`src/rtl/smg_pkg.sv`:
```
// Shared constants and helpers for the 7-segment scan display path.
// Latency: n/a (package only).
// Backpressure: n/a.
package smg_pkg;

  // Active-high segment patterns, bit0=a .. bit6=g
  localparam logic [6:0] SEG_0    = 7'h3F;
  localparam logic [6:0] SEG_1    = 7'h06;
  localparam logic [6:0] SEG_2    = 7'h5B;
  localparam logic [6:0] SEG_3    = 7'h4F;
  localparam logic [6:0] SEG_4    = 7'h66;
  localparam logic [6:0] SEG_5    = 7'h6D;
  localparam logic [6:0] SEG_6    = 7'h7D;
  localparam logic [6:0] SEG_7    = 7'h07;
  localparam logic [6:0] SEG_8    = 7'h7F;
  localparam logic [6:0] SEG_9    = 7'h6F;
  localparam logic [6:0] SEG_A    = 7'h77;
  localparam logic [6:0] SEG_B    = 7'h7C;
  localparam logic [6:0] SEG_C    = 7'h39;
  localparam logic [6:0] SEG_D    = 7'h5E;
  localparam logic [6:0] SEG_E    = 7'h79;
  localparam logic [6:0] SEG_DASH = 7'h40;
  localparam logic [6:0] SEG_OFF  = 7'h00;

  // Position of the decimal point inside the 8-bit seg word
  localparam int DP_BIT = 7;

  // Width of the binary digit select: max(1, clog2(n))
  function automatic int sel_width(input int n);
    int w;
    w = 0;
    for (int i = 0; i < 32; i++) begin
      if ((1 << w) < n) w = w + 1;
    end
    return (w < 1) ? 1 : w;
  endfunction

endpackage

```
`src/rtl/smg_scan_ctrl_if.sv`:
```
// Display bus between the lock FSM (master) and the scan controller (slave).
// Latency: n/a (wires only).
// Backpressure: none; the display accepts new data on any cycle.
interface smg_scan_ctrl_if
  import smg_pkg::*;
#(
  parameter int DIGITS = 8
);
  localparam int SEL_W = sel_width(DIGITS);

  logic [4*DIGITS-1:0] number;
  logic [DIGITS-1:0]   dp_mask;
  logic [DIGITS-1:0]   blank_mask;
  logic [DIGITS-1:0]   blink_mask;
  logic                all_dash;
  logic                load;
  logic [7:0]          seg;
  logic [SEL_W-1:0]    sel;
  logic                frame_start;

  modport master (
    output number, dp_mask, blank_mask, blink_mask, all_dash, load,
    input  seg, sel, frame_start
  );

  modport slave (
    input  number, dp_mask, blank_mask, blink_mask, all_dash, load,
    output seg, sel, frame_start
  );

endinterface

```
`src/rtl/smg_seg_decode.sv`:
```
// Hex nibble to active-high 7-segment pattern; code F renders as a dash.
// Latency: combinational, zero cycles.
// Backpressure: none.
module smg_seg_decode
  import smg_pkg::*;
(
  input  logic [3:0] code,
  output logic [6:0] pattern
);

  // Table lookup; every code maps to a visible glyph
  always_comb begin
    pattern = SEG_DASH;
    case (code)
      4'h0: pattern = SEG_0;
      4'h1: pattern = SEG_1;
      4'h2: pattern = SEG_2;
      4'h3: pattern = SEG_3;
      4'h4: pattern = SEG_4;
      4'h5: pattern = SEG_5;
      4'h6: pattern = SEG_6;
      4'h7: pattern = SEG_7;
      4'h8: pattern = SEG_8;
      4'h9: pattern = SEG_9;
      4'hA: pattern = SEG_A;
      4'hB: pattern = SEG_B;
      4'hC: pattern = SEG_C;
      4'hD: pattern = SEG_D;
      4'hE: pattern = SEG_E;
      default: pattern = SEG_DASH;
    endcase
  end

endmodule

```
`src/rtl/smg_scan_ctrl.sv`:
```
// Multiplexed 7-segment scan: shadowed digits, dp, blank, blink, dash mode, guard.
// Latency: seg one register stage after state; load visible on seg two edges later.
// Backpressure: none; free-running scan, load accepted every cycle.
module smg_scan_ctrl
  import smg_pkg::*;
#(
  parameter int DIGITS         = 8,
  parameter int SCAN_DIV       = 16,
  parameter int GUARD          = 1,
  parameter int BLINK_FRAMES   = 256,
  parameter int SEL_BASE       = 1,
  parameter int SEG_ACTIVE_LOW = 0
) (
  input  logic           clk,
  input  logic           rst_n,
  smg_scan_ctrl_if.slave bus
);

  localparam int SEL_W = sel_width(DIGITS);
  localparam int PRE_W = $clog2(SCAN_DIV);
  localparam int BLK_W = (BLINK_FRAMES > 1) ? $clog2(BLINK_FRAMES) : 1;

  localparam logic [PRE_W-1:0] PRE_LAST  = PRE_W'(SCAN_DIV - 1);
  localparam logic [PRE_W-1:0] GUARD_END = PRE_W'(GUARD);
  localparam logic [SEL_W-1:0] IDX_LAST  = SEL_W'(DIGITS - 1);
  localparam logic [SEL_W-1:0] SEL_RST   = SEL_W'(SEL_BASE);
  localparam logic [BLK_W-1:0] BLK_LAST  = BLK_W'(BLINK_FRAMES - 1);
  localparam logic [7:0]       INV_MASK  = (SEG_ACTIVE_LOW != 0) ? 8'hFF : 8'h00;

  logic [PRE_W-1:0]    pre;
  logic [SEL_W-1:0]    idx;
  logic [SEL_W-1:0]    idx_nxt;
  logic                pre_tc;
  logic                idx_tc;
  logic [BLK_W-1:0]    blk_cnt;
  logic                blink_phase;

  logic [4*DIGITS-1:0] sh_number;
  logic [DIGITS-1:0]   sh_dp;
  logic [DIGITS-1:0]   sh_blank;
  logic [DIGITS-1:0]   sh_blink;
  logic                sh_dash;

  logic [3:0]          digit_code [DIGITS];
  logic [6:0]          dec_pat;
  logic [7:0]          seg_raw;
  logic [7:0]          seg_q;
  logic [SEL_W-1:0]    sel_q;
  logic                fs_q;

  // Digit 0 is the leftmost (most significant) nibble
  for (genvar g = 0; g < DIGITS; g++) begin : g_digit
    assign digit_code[g] = sh_number[4*(DIGITS-1-g) +: 4];
  end

  smg_seg_decode u_decode (
    .code    (digit_code[idx]),
    .pattern (dec_pat)
  );

  // Terminal counts and the next digit index
  always_comb begin
    pre_tc  = (pre == PRE_LAST);
    idx_tc  = (idx == IDX_LAST);
    idx_nxt = idx;
    if (pre_tc) idx_nxt = idx_tc ? '0 : idx + SEL_W'(1);
  end

  // Prescaler, digit index, select and frame pulse; sel tracks index on the same edge
  always_ff @(posedge clk or negedge rst_n) begin
    if (!rst_n) begin
      pre   <= '0;
      idx   <= '0;
      sel_q <= SEL_RST;
      fs_q  <= 1'b0;
    end else begin
      pre   <= pre_tc ? '0 : pre + PRE_W'(1);
      idx   <= idx_nxt;
      sel_q <= SEL_RST + idx_nxt;
      fs_q  <= pre_tc && idx_tc;
    end
  end

  // Blink phase toggles every BLINK_FRAMES completed frames
  always_ff @(posedge clk or negedge rst_n) begin
    if (!rst_n) begin
      blk_cnt     <= '0;
      blink_phase <= 1'b0;
    end else if (pre_tc && idx_tc) begin
      if (blk_cnt == BLK_LAST) begin
        blk_cnt     <= '0;
        blink_phase <= ~blink_phase;
      end else begin
        blk_cnt <= blk_cnt + BLK_W'(1);
      end
    end
  end

  // Shadow copy of the display request; resets to all dashes
  always_ff @(posedge clk or negedge rst_n) begin
    if (!rst_n) begin
      sh_number <= '1;
      sh_dp     <= '0;
      sh_blank  <= '0;
      sh_blink  <= '0;
      sh_dash   <= 1'b0;
    end else if (bus.load) begin
      sh_number <= bus.number;
      sh_dp     <= bus.dp_mask;
      sh_blank  <= bus.blank_mask;
      sh_blink  <= bus.blink_mask;
      sh_dash   <= bus.all_dash;
    end
  end

  // Segment priority: guard, dash mode, blank, blink, then decoded glyph with dp
  always_comb begin
    seg_raw = {1'b0, SEG_OFF};
    if (pre < GUARD_END) begin
      seg_raw = {1'b0, SEG_OFF};
    end else if (sh_dash) begin
      seg_raw = {1'b0, SEG_DASH};
    end else if (sh_blank[idx]) begin
      seg_raw = {1'b0, SEG_OFF};
    end else if (sh_blink[idx] && blink_phase) begin
      seg_raw = {1'b0, SEG_OFF};
    end else begin
      seg_raw         = {1'b0, dec_pat};
      seg_raw[DP_BIT] = sh_dp[idx];
    end
  end

  // Output register; polarity inversion also covers the off pattern
  always_ff @(posedge clk or negedge rst_n) begin
    if (!rst_n) seg_q <= INV_MASK;
    else        seg_q <= seg_raw ^ INV_MASK;
  end

  assign bus.seg         = seg_q;
  assign bus.sel         = sel_q;
  assign bus.frame_start = fs_q;

endmodule

```
`src/flat_wrapper.sv`:
```
// flat-port wrapper written by rule: the top's interface ports become plain ports
module smg_scan_ctrl_flat import smg_pkg::*;
#(
  parameter int DIGITS         = 8,
  parameter int SCAN_DIV       = 16,
  parameter int GUARD          = 1,
  parameter int BLINK_FRAMES   = 256,
  parameter int SEL_BASE       = 1,
  parameter int SEG_ACTIVE_LOW = 0
)
  (clk, rst_n, bus_number, bus_dp_mask, bus_blank_mask, bus_blink_mask, bus_all_dash, bus_load, bus_seg, bus_sel, bus_frame_start);
  smg_scan_ctrl_if #(.DIGITS(DIGITS)) bus_i ();
  input  logic clk;
  input  logic rst_n;
  input wire logic [$bits(bus_i.number)-1:0] bus_number;
  input wire logic [$bits(bus_i.dp_mask)-1:0] bus_dp_mask;
  input wire logic [$bits(bus_i.blank_mask)-1:0] bus_blank_mask;
  input wire logic [$bits(bus_i.blink_mask)-1:0] bus_blink_mask;
  input wire logic [$bits(bus_i.all_dash)-1:0] bus_all_dash;
  input wire logic [$bits(bus_i.load)-1:0] bus_load;
  output wire logic [$bits(bus_i.seg)-1:0] bus_seg;
  output wire logic [$bits(bus_i.sel)-1:0] bus_sel;
  output wire logic [$bits(bus_i.frame_start)-1:0] bus_frame_start;
  assign bus_i.number = bus_number;
  assign bus_i.dp_mask = bus_dp_mask;
  assign bus_i.blank_mask = bus_blank_mask;
  assign bus_i.blink_mask = bus_blink_mask;
  assign bus_i.all_dash = bus_all_dash;
  assign bus_i.load = bus_load;
  assign bus_seg = bus_i.seg;
  assign bus_sel = bus_i.sel;
  assign bus_frame_start = bus_i.frame_start;
  smg_scan_ctrl #(.DIGITS(DIGITS), .SCAN_DIV(SCAN_DIV), .GUARD(GUARD), .BLINK_FRAMES(BLINK_FRAMES), .SEL_BASE(SEL_BASE), .SEG_ACTIVE_LOW(SEG_ACTIVE_LOW)) u_core (.clk(clk), .rst_n(rst_n), .bus(bus_i));
endmodule
```
`config.mk`:
```
export PLATFORM = sky130hd
export DESIGN_NAME = smg_scan_ctrl_flat
export DESIGN_NICKNAME = d
export VERILOG_FILES = /design/src/rtl/smg_pkg.sv /design/src/rtl/smg_scan_ctrl_if.sv /design/src/rtl/smg_seg_decode.sv /design/src/rtl/smg_scan_ctrl.sv /design/src/flat_wrapper.sv
export SDC_FILE = /design/constraint.sdc
export NUM_CORES = 1
export LEC_CHECK = 0
export BUFFER_PORTS_ARGS = -buffer_cell sky130_fd_sc_hd__buf_2
export CAP_MARGIN = 10
export CORE_MARGIN = 2
export CORE_UTILIZATION = 50
export CTS_BUF_LIST = sky130_fd_sc_hd__clkbuf_16
export CTS_CLUSTER_DIAMETER = 120
export CTS_CLUSTER_SIZE = 28
export DETAILED_ROUTE_END_ITERATION = 8
export PLACE_DENSITY = 0.76
export SLEW_MARGIN = 5
export SYNTH_ARGS = -nofsm -noshare
export SYNTH_HDL_FRONTEND = slang
export SYNTH_SLANG_ARGS = --single-unit
```
`constraint.sdc`:
```
create_clock -name clk -period 2.3 [get_ports clk]
set_input_delay 0.115 -clock clk [delete_from_list [all_inputs] [get_ports clk]]
set_output_delay 0.115 -clock clk [all_outputs]
set_load 0.02 [all_outputs]
```
==> flow_summary.toml, run 1 <==
[layout]
final_common_cell = "buf_2"
area_delta_synth_final_pct = 20.4
layout.nets = 423
drive_above_1_share = 0.581
n_antenna_cell = 0
final_cell_mix = "buf_2, mux2_2, dfrtp_1"

[pwr]
ir_worst_vdd_mv = 0.439
p_leak_nw = 2.20
power_mw = 3.47
power_density_mw_per_mm2 = 724

[run_status]
status = "completed"

[sta]
drv_slew = 0
finalHoldViolations = 0
finClkSkew_ns = 0.00413
rsz0062_at_grt = "no"
relSlewSlack = 0.617
tns_ns = 0
tightest_slew_ns = 0.558
min_period_over_period = 0.930
setup_viol = 0
min_period_ns = 2.14
fmax_mhz = 467

[worst_setup_path]
r2r-end = "u_core.bus.seg[0]"
crit_fanout = 5
critical_path_class = "register to register"
rr_worst_depth = 6
end_kind = "register"
r2r-start = "u_core.idx[0]"
regToRegSetupSlack_ns = 0.16
crit_required_ns = 2.50
crit_slowest_cell = "mux4_1"
slowest_delay_ns = 0.59
start_kind = "register"
path_cells = "mux4_1 -> mux2i_2 -> inv_1 -> ha_1 -> o311ai_1 -> a21oi_1"
arrival_ns = 2.34

[floorplanning]
row_count = 32
die-area_mm2 = 0.00870
fp.dieW_um = 93.3
core_area_mm2 = 0.00773
die_h_um = 93.3
io-pin-count = 72
start_util = 0.516

[yosys]
syn_area_mm2 = 0.00398
synth_seq_cells = 85
async_reset_ff_frac = 1.00
synth_edf_count = 0
syn_area_per_cell_um2 = 14.8
ys_warn_count = 0
synth-main-ff-cell = "dfrtp_1"
synth_seq_area_share = 0.544
synth.distinct_cells = 41
syn-instance-count = 269
syn_nets = 341

[detailed_routing]
wire_per_inst_um = 16.2
routed_wl_um = 7430
avgViaCountPerCell = 5.40
dr.pass1.iters = 6
final_antenna_net_count = 0
vias = 2473
drtIter0Drc = 111
drc = 0

[clock_tree]
path_clk_slew_ns = 0.06
cts_setup_buffers = 0
clkSinkCount = 85
worstSkewPairLatency_ns = 0.33
cts_buffer_depth = 2
cts_root_buf = "clkbuf_16"
htree_levels = 3
cts_tree = "done"
cts_made_buffers = 9

[global_routing]
grt_first_pass_wirelength_um = 12400
grt_usage = 0.184
grt_max_degree = 59
grt_pass1_vias = 2554
grt-ovfl-total = 0
antenna_found_initial = 0

[hold_path]
hp-start = "bus_blink_mask[3]"
hold_class = "input port to register"
holdPathEnd = "u_core.sh_blink[3]"
hold-path-cell-count = 2

[place]
place_congestion = 0.783
portBuffers = 71
place_hpwl_um = 5160

[job]
cap_violations = 0
-- worst max-delay path, delay by kind of cell, from the launching register on --
kind,cells,cell delay [ns]
flip-flops,1,0.42
multiplexers,2,0.80
adder cells (fa/ha/maj),1,0.26
buffers and inverters,1,0.15
AO/OA/AOI/OAI,2,0.40
-- layout make-up --
class	count	area, um2
fillers	574	2930
flip-flops and latches	85	2170
multi-input cells	162	1700
repair buffers	82	475
clock buffers	10	250
well taps	102	128
inverters	11	41.3
clock inverters	6	35.0
-- per-stage QoR --
stage / worst slack (ns) / util / cells / hold WS (ns) / instance area, um2
3_5_place_dp: 0.0730 / 0.580 / 441 / 0.135 / 4490
2_1_floorplan: 0.112 / - / 269 / -0.181 / 3980
3_3_place_gp: 0.135 / 0.580 / 441 / 0.125 / 4490
6_report: 0.161 / 0.621 / 458 / 0.0123 / 4800
4_1_cts: 0.0652 / 0.619 / 458 / 0.00870 / 4780
5_1_grt: 0.00475 / 0.621 / 458 / 0.00794 / 4800
-- registers in the layout, summed over array words and instances, names as in the netlist --
signal / flops
u_core.sh_blank: 8
u_core.bus.frame_start: 1
u_core.idx: 3
u_core.blk_cnt: 8
u_core.sh_dash: 1
u_core.bus.seg: 8
u_core.digit_code: 32
u_core.bus.sel: 3
u_core.blink_phase: 1
u_core.sh_blink: 8
u_core.sh_dp: 8
u_core.pre: 4
-- worst max-delay path by stage --
stage	from	end	slack, ns
final	u_core.idx[0]	u_core.bus.seg[0]	0.16
after global routing	u_core.idx[0]	u_core.blink_phase	0.005
after CTS	u_core.idx[0]	u_core.bus.seg[0]	0.07
after detailed placement	u_core.idx[0]	u_core.bus.seg[0]	0.07
after global placement	u_core.idx[0]	u_core.bus.seg[3]	0.13
after floorplan	u_core.idx[0]	u_core.bus.seg[0]	0.11
-- cell usage after synthesis (2+ instances only) --
cell	number	share of area
mux4_1	5	0.033
o21ai_0	4	0.0050
buf_1	5	0.0047
a21oi_1	4	0.0050
nand2_1	10	0.0094
mux2_2	58	0.16
nor2_1	11	0.010
dfrtp_1	52	0.33
dfstp_2	33	0.22
mux2i_1	4	0.010
nor3_1	3	0.0038
a211oi_1	3	0.0057
nand4_1	3	0.0047
o41ai_1	2	0.0044
mux4_2	9	0.051
ha_1	12	0.038
o21ai_1	2	0.0025
inv_1	11	0.010
a221oi_2	2	0.0075
a211oi_2	2	0.0063
nand2b_1	2	0.0031
buf_6	2	0.0057
nand3_1	3	0.0038
xnor2_1	5	0.011
mux2i_2	2	0.0069
and3_1	2	0.0031
xor2_1	4	0.0088
-- report_power, final --
group          switching, mW  internal [mW]
sequential            0.0545           1.64
clock                  0.583          0.792
combinational          0.177          0.225
-- layer usage --
layer	vias up	GRT usage	wire length, um
li1	1152	-	-
met1	1246	0.251	3300
met2	64	0.296	3690
met3	11	0.0387	311
met4	0	0.0637	128
met5	-	0	0
-- repair_timing --
action                                  in CTS  in global routing
endpoints found under the hold margin       34                  0
resized for setup                            0                  5
endpoints found under the setup margin       0                  5
hold buffers                                 1                  0
-- cell families (layout without fill, tap and decap cells) --
kind of cell | Yosys count | count (layout) | share of synthesized area
DFF | 85 | 85 | 0.544
muxes | 79 | 79 | 0.270
and+or+nand+nor | 37 | 37 | 0.0446
AOI/OAI and AO/OA | 25 | 25 | 0.0518
buffers and inverters | 22 | 109 | 0.0314
adders and majority gates | 12 | 12 | 0.0377
xor gates and xnor gates | 9 | 9 | 0.0198
Note: power is estimated with default switching activity, not from simulation.
==> run 2: changes to the inputs <==
--- a/config.mk
+++ b/config.mk
@@ -5,15 +5,15 @@
 export SDC_FILE = /design/constraint.sdc
 export NUM_CORES = 1
 export LEC_CHECK = 0
-export BUFFER_PORTS_ARGS = -buffer_cell sky130_fd_sc_hd__buf_2
 export CAP_MARGIN = 10
-export CORE_MARGIN = 2
-export CORE_UTILIZATION = 50
+export CORE_MARGIN = 1.5
+export CORE_UTILIZATION = 53
 export CTS_BUF_LIST = sky130_fd_sc_hd__clkbuf_16
 export CTS_CLUSTER_DIAMETER = 120
 export CTS_CLUSTER_SIZE = 28
 export DETAILED_ROUTE_END_ITERATION = 8
-export PLACE_DENSITY = 0.76
+export DONT_BUFFER_PORTS = 1
+export PLACE_DENSITY = 0.71
 export SLEW_MARGIN = 5
 export SYNTH_ARGS = -nofsm -noshare
 export SYNTH_HDL_FRONTEND = slang
==> flow_summary.toml, run 2 (synthesis gave the netlist of run 1 again) <==
[floorplanning]
io-pin-count = 72
row_count = 31
die-area_mm2 = 0.00805
start_util = 0.549
core_area_mm2 = 0.00725
die_h_um = 89.7
fp.dieW_um = 89.7

[detailed_routing]
dr.pass1.iters = 4
drtIter0Drc = 104
final_antenna_net_count = 0
vias = 2406
drc = 0
routed_wl_um = 7590
wire_per_inst_um = 17.2
avgViaCountPerCell = 5.44

[place]
dpl.cell_count = 366
post_dp_cell_area_mm2 = 0.00410
place_hpwl_um = 4730
place_congestion = 0.844
portBuffers = 0

[worst_setup_path]
end_kind = "register"
slowest_delay_ns = 0.55
crit_required_ns = 2.54
start_kind = "register"
regToRegSetupSlack_ns = 0.15
cp_common_cell = "buf_4"
crit_fanout = 12
arrival_ns = 2.39
worst-path-stages = 7
r2r-end = "u_core.bus.seg[3]"
r2r-start = "u_core.idx[0]"
critPathBufInv = 2
cpLargestDelayFamily = "multiplexers"
rr_worst_depth = 7
crit_slowest_cell = "mux4_2"
crit_end = "u_core.bus.seg[3]"
path_cells = "buf_4 -> mux4_2 -> mux2i_4 -> buf_4 -> nor2b_1 -> nor3_1 -> a211oi_1"
crit_start = "u_core.idx[0]"
critical_path_class = "register to register"

[layout]
stdcell_area_mm2 = 0.00503
n_antenna_cell = 0
drive_above_1_share = 0.405
layout.nets = 410
seqCellArea_mm2 = 0.00217
finalNonFillerCells = 442
final_cell_mix = "mux2_2, dlygate4sd3_1, dfrtp_1"
largest_register_ffs = 32
multiInputGateArea_mm2 = 0.00170
fillers = 500
area_delta_synth_final_pct = 26.3

[sta]
finClkSkew_ns = 0.00678
rsz0062_at_grt = "no"
min_period_over_period = 0.935
min_period_ns = 2.15
relSlewSlack = 0.628
setup_viol = 0
finalHoldViolations = 0
tns_ns = 0
tightest_slew_ns = 0.542
drv_slew = 0
fmax_mhz = 465

[clock_tree]
path_clk_slew_ns = 0.06
cts_buffer_depth = 2
cts_made_buffers = 9
htree_levels = 3
clkSinkCount = 85
cts_root_buf = "clkbuf_16"
worstSkewPairLatency_ns = 0.33
cts_tree = "done"
cts_setup_buffers = 0

[pwr]
sw_frac_of_total = 0.244
power_density_mw_per_mm2 = 695
p_leak_nw = 2.16
p_comb_frac = 0.124
internal_power_mw = 2.65
pwr-share-clk = 0.392
power_switching_mw = 0.853
seqPwrFrac = 0.484
ir_worst_vdd_mv = 0.365

[run_status]
status = "completed"

[hold_path]
hold-path-cell-count = 2
hold_class = "input port to register"

[global_routing]
grt_first_pass_wirelength_um = 12700
grt_usage = 0.203
antenna_found_initial = 0
grt_pass1_vias = 2591
grt-ovfl-total = 0
grt_max_degree = 86

[job]
cap_violations = 0
==> run 2: cell types whose count changed in the layout (fill, tap and decap cells not counted), moves of 2 or more <==
cell           before  now
buf_16              0    2
buf_2              70    0
dlygate4sd3_1       1   58
inv_6               1    4
buf_6               2    0
==> run 2: area by class of cell <==
cell class | instances | area share
clock buffers | 9 | 0.0448
clock inverters | 7 | 0.0109
inverters | 11 | 0.00821
multi-input cells | 162 | 0.338
flip-flops and latches | 85 | 0.431
well taps | 99 | 0.0246
repair buffers | 69 | 0.142
==> run 2: how the worst min path moves through the flow <==
stage                     startpoint               endpoint
after floorplan                rst_n     u_core.blink_phase
after global placement         rst_n      u_core.bus.seg[1]
after detailed placement       rst_n      u_core.bus.seg[2]
after CTS                   bus_load     u_core.sh_blank[0]
after global routing        bus_load  u_core.digit_code[19]
final                       bus_load  u_core.digit_code[10]
==> run 2: metrics by stage <==
step	setup WS, ns	power (mW)	hold slack, ns	utilization
2_1_floorplan	0.112	1.96	-0.181	-
3_3_place_gp	0.131	2.00	-0.178	0.566
4_1_cts	0.0536	3.53	0.259	0.692
6_report	0.149	3.50	0.264	0.693
3_5_place_dp	0.0628	2.01	-0.178	0.566
5_1_grt	0.00560	3.65	0.269	0.693
==> run 2: routing by layer <==
layer  up-vias  share of wire  track usage
met4         0          0.016       0.0899
met3        10          0.043       0.0415
li1       1122              -            -
met5         -              0            0
met2        52           0.49        0.326
met1      1222           0.45        0.270
==> run 2: power by group through the flow <==
stage          Combinational (mW)  Clock, mW  Sequential, mW
2_1_floorplan               0.269          0            1.69
3_3_place_gp                0.283          0            1.71
3_5_place_dp                0.294          0            1.72
4_1_cts                     0.431       1.40            1.69
5_1_grt                     0.473       1.47            1.71
6_report                    0.434       1.37            1.69
==> run 2: repair_timing <==
action,CTS,global route
setup endpoints to repair,0,4
hold buffers,60,0
hold endpoints to repair,142,0
gates resized for setup,0,3
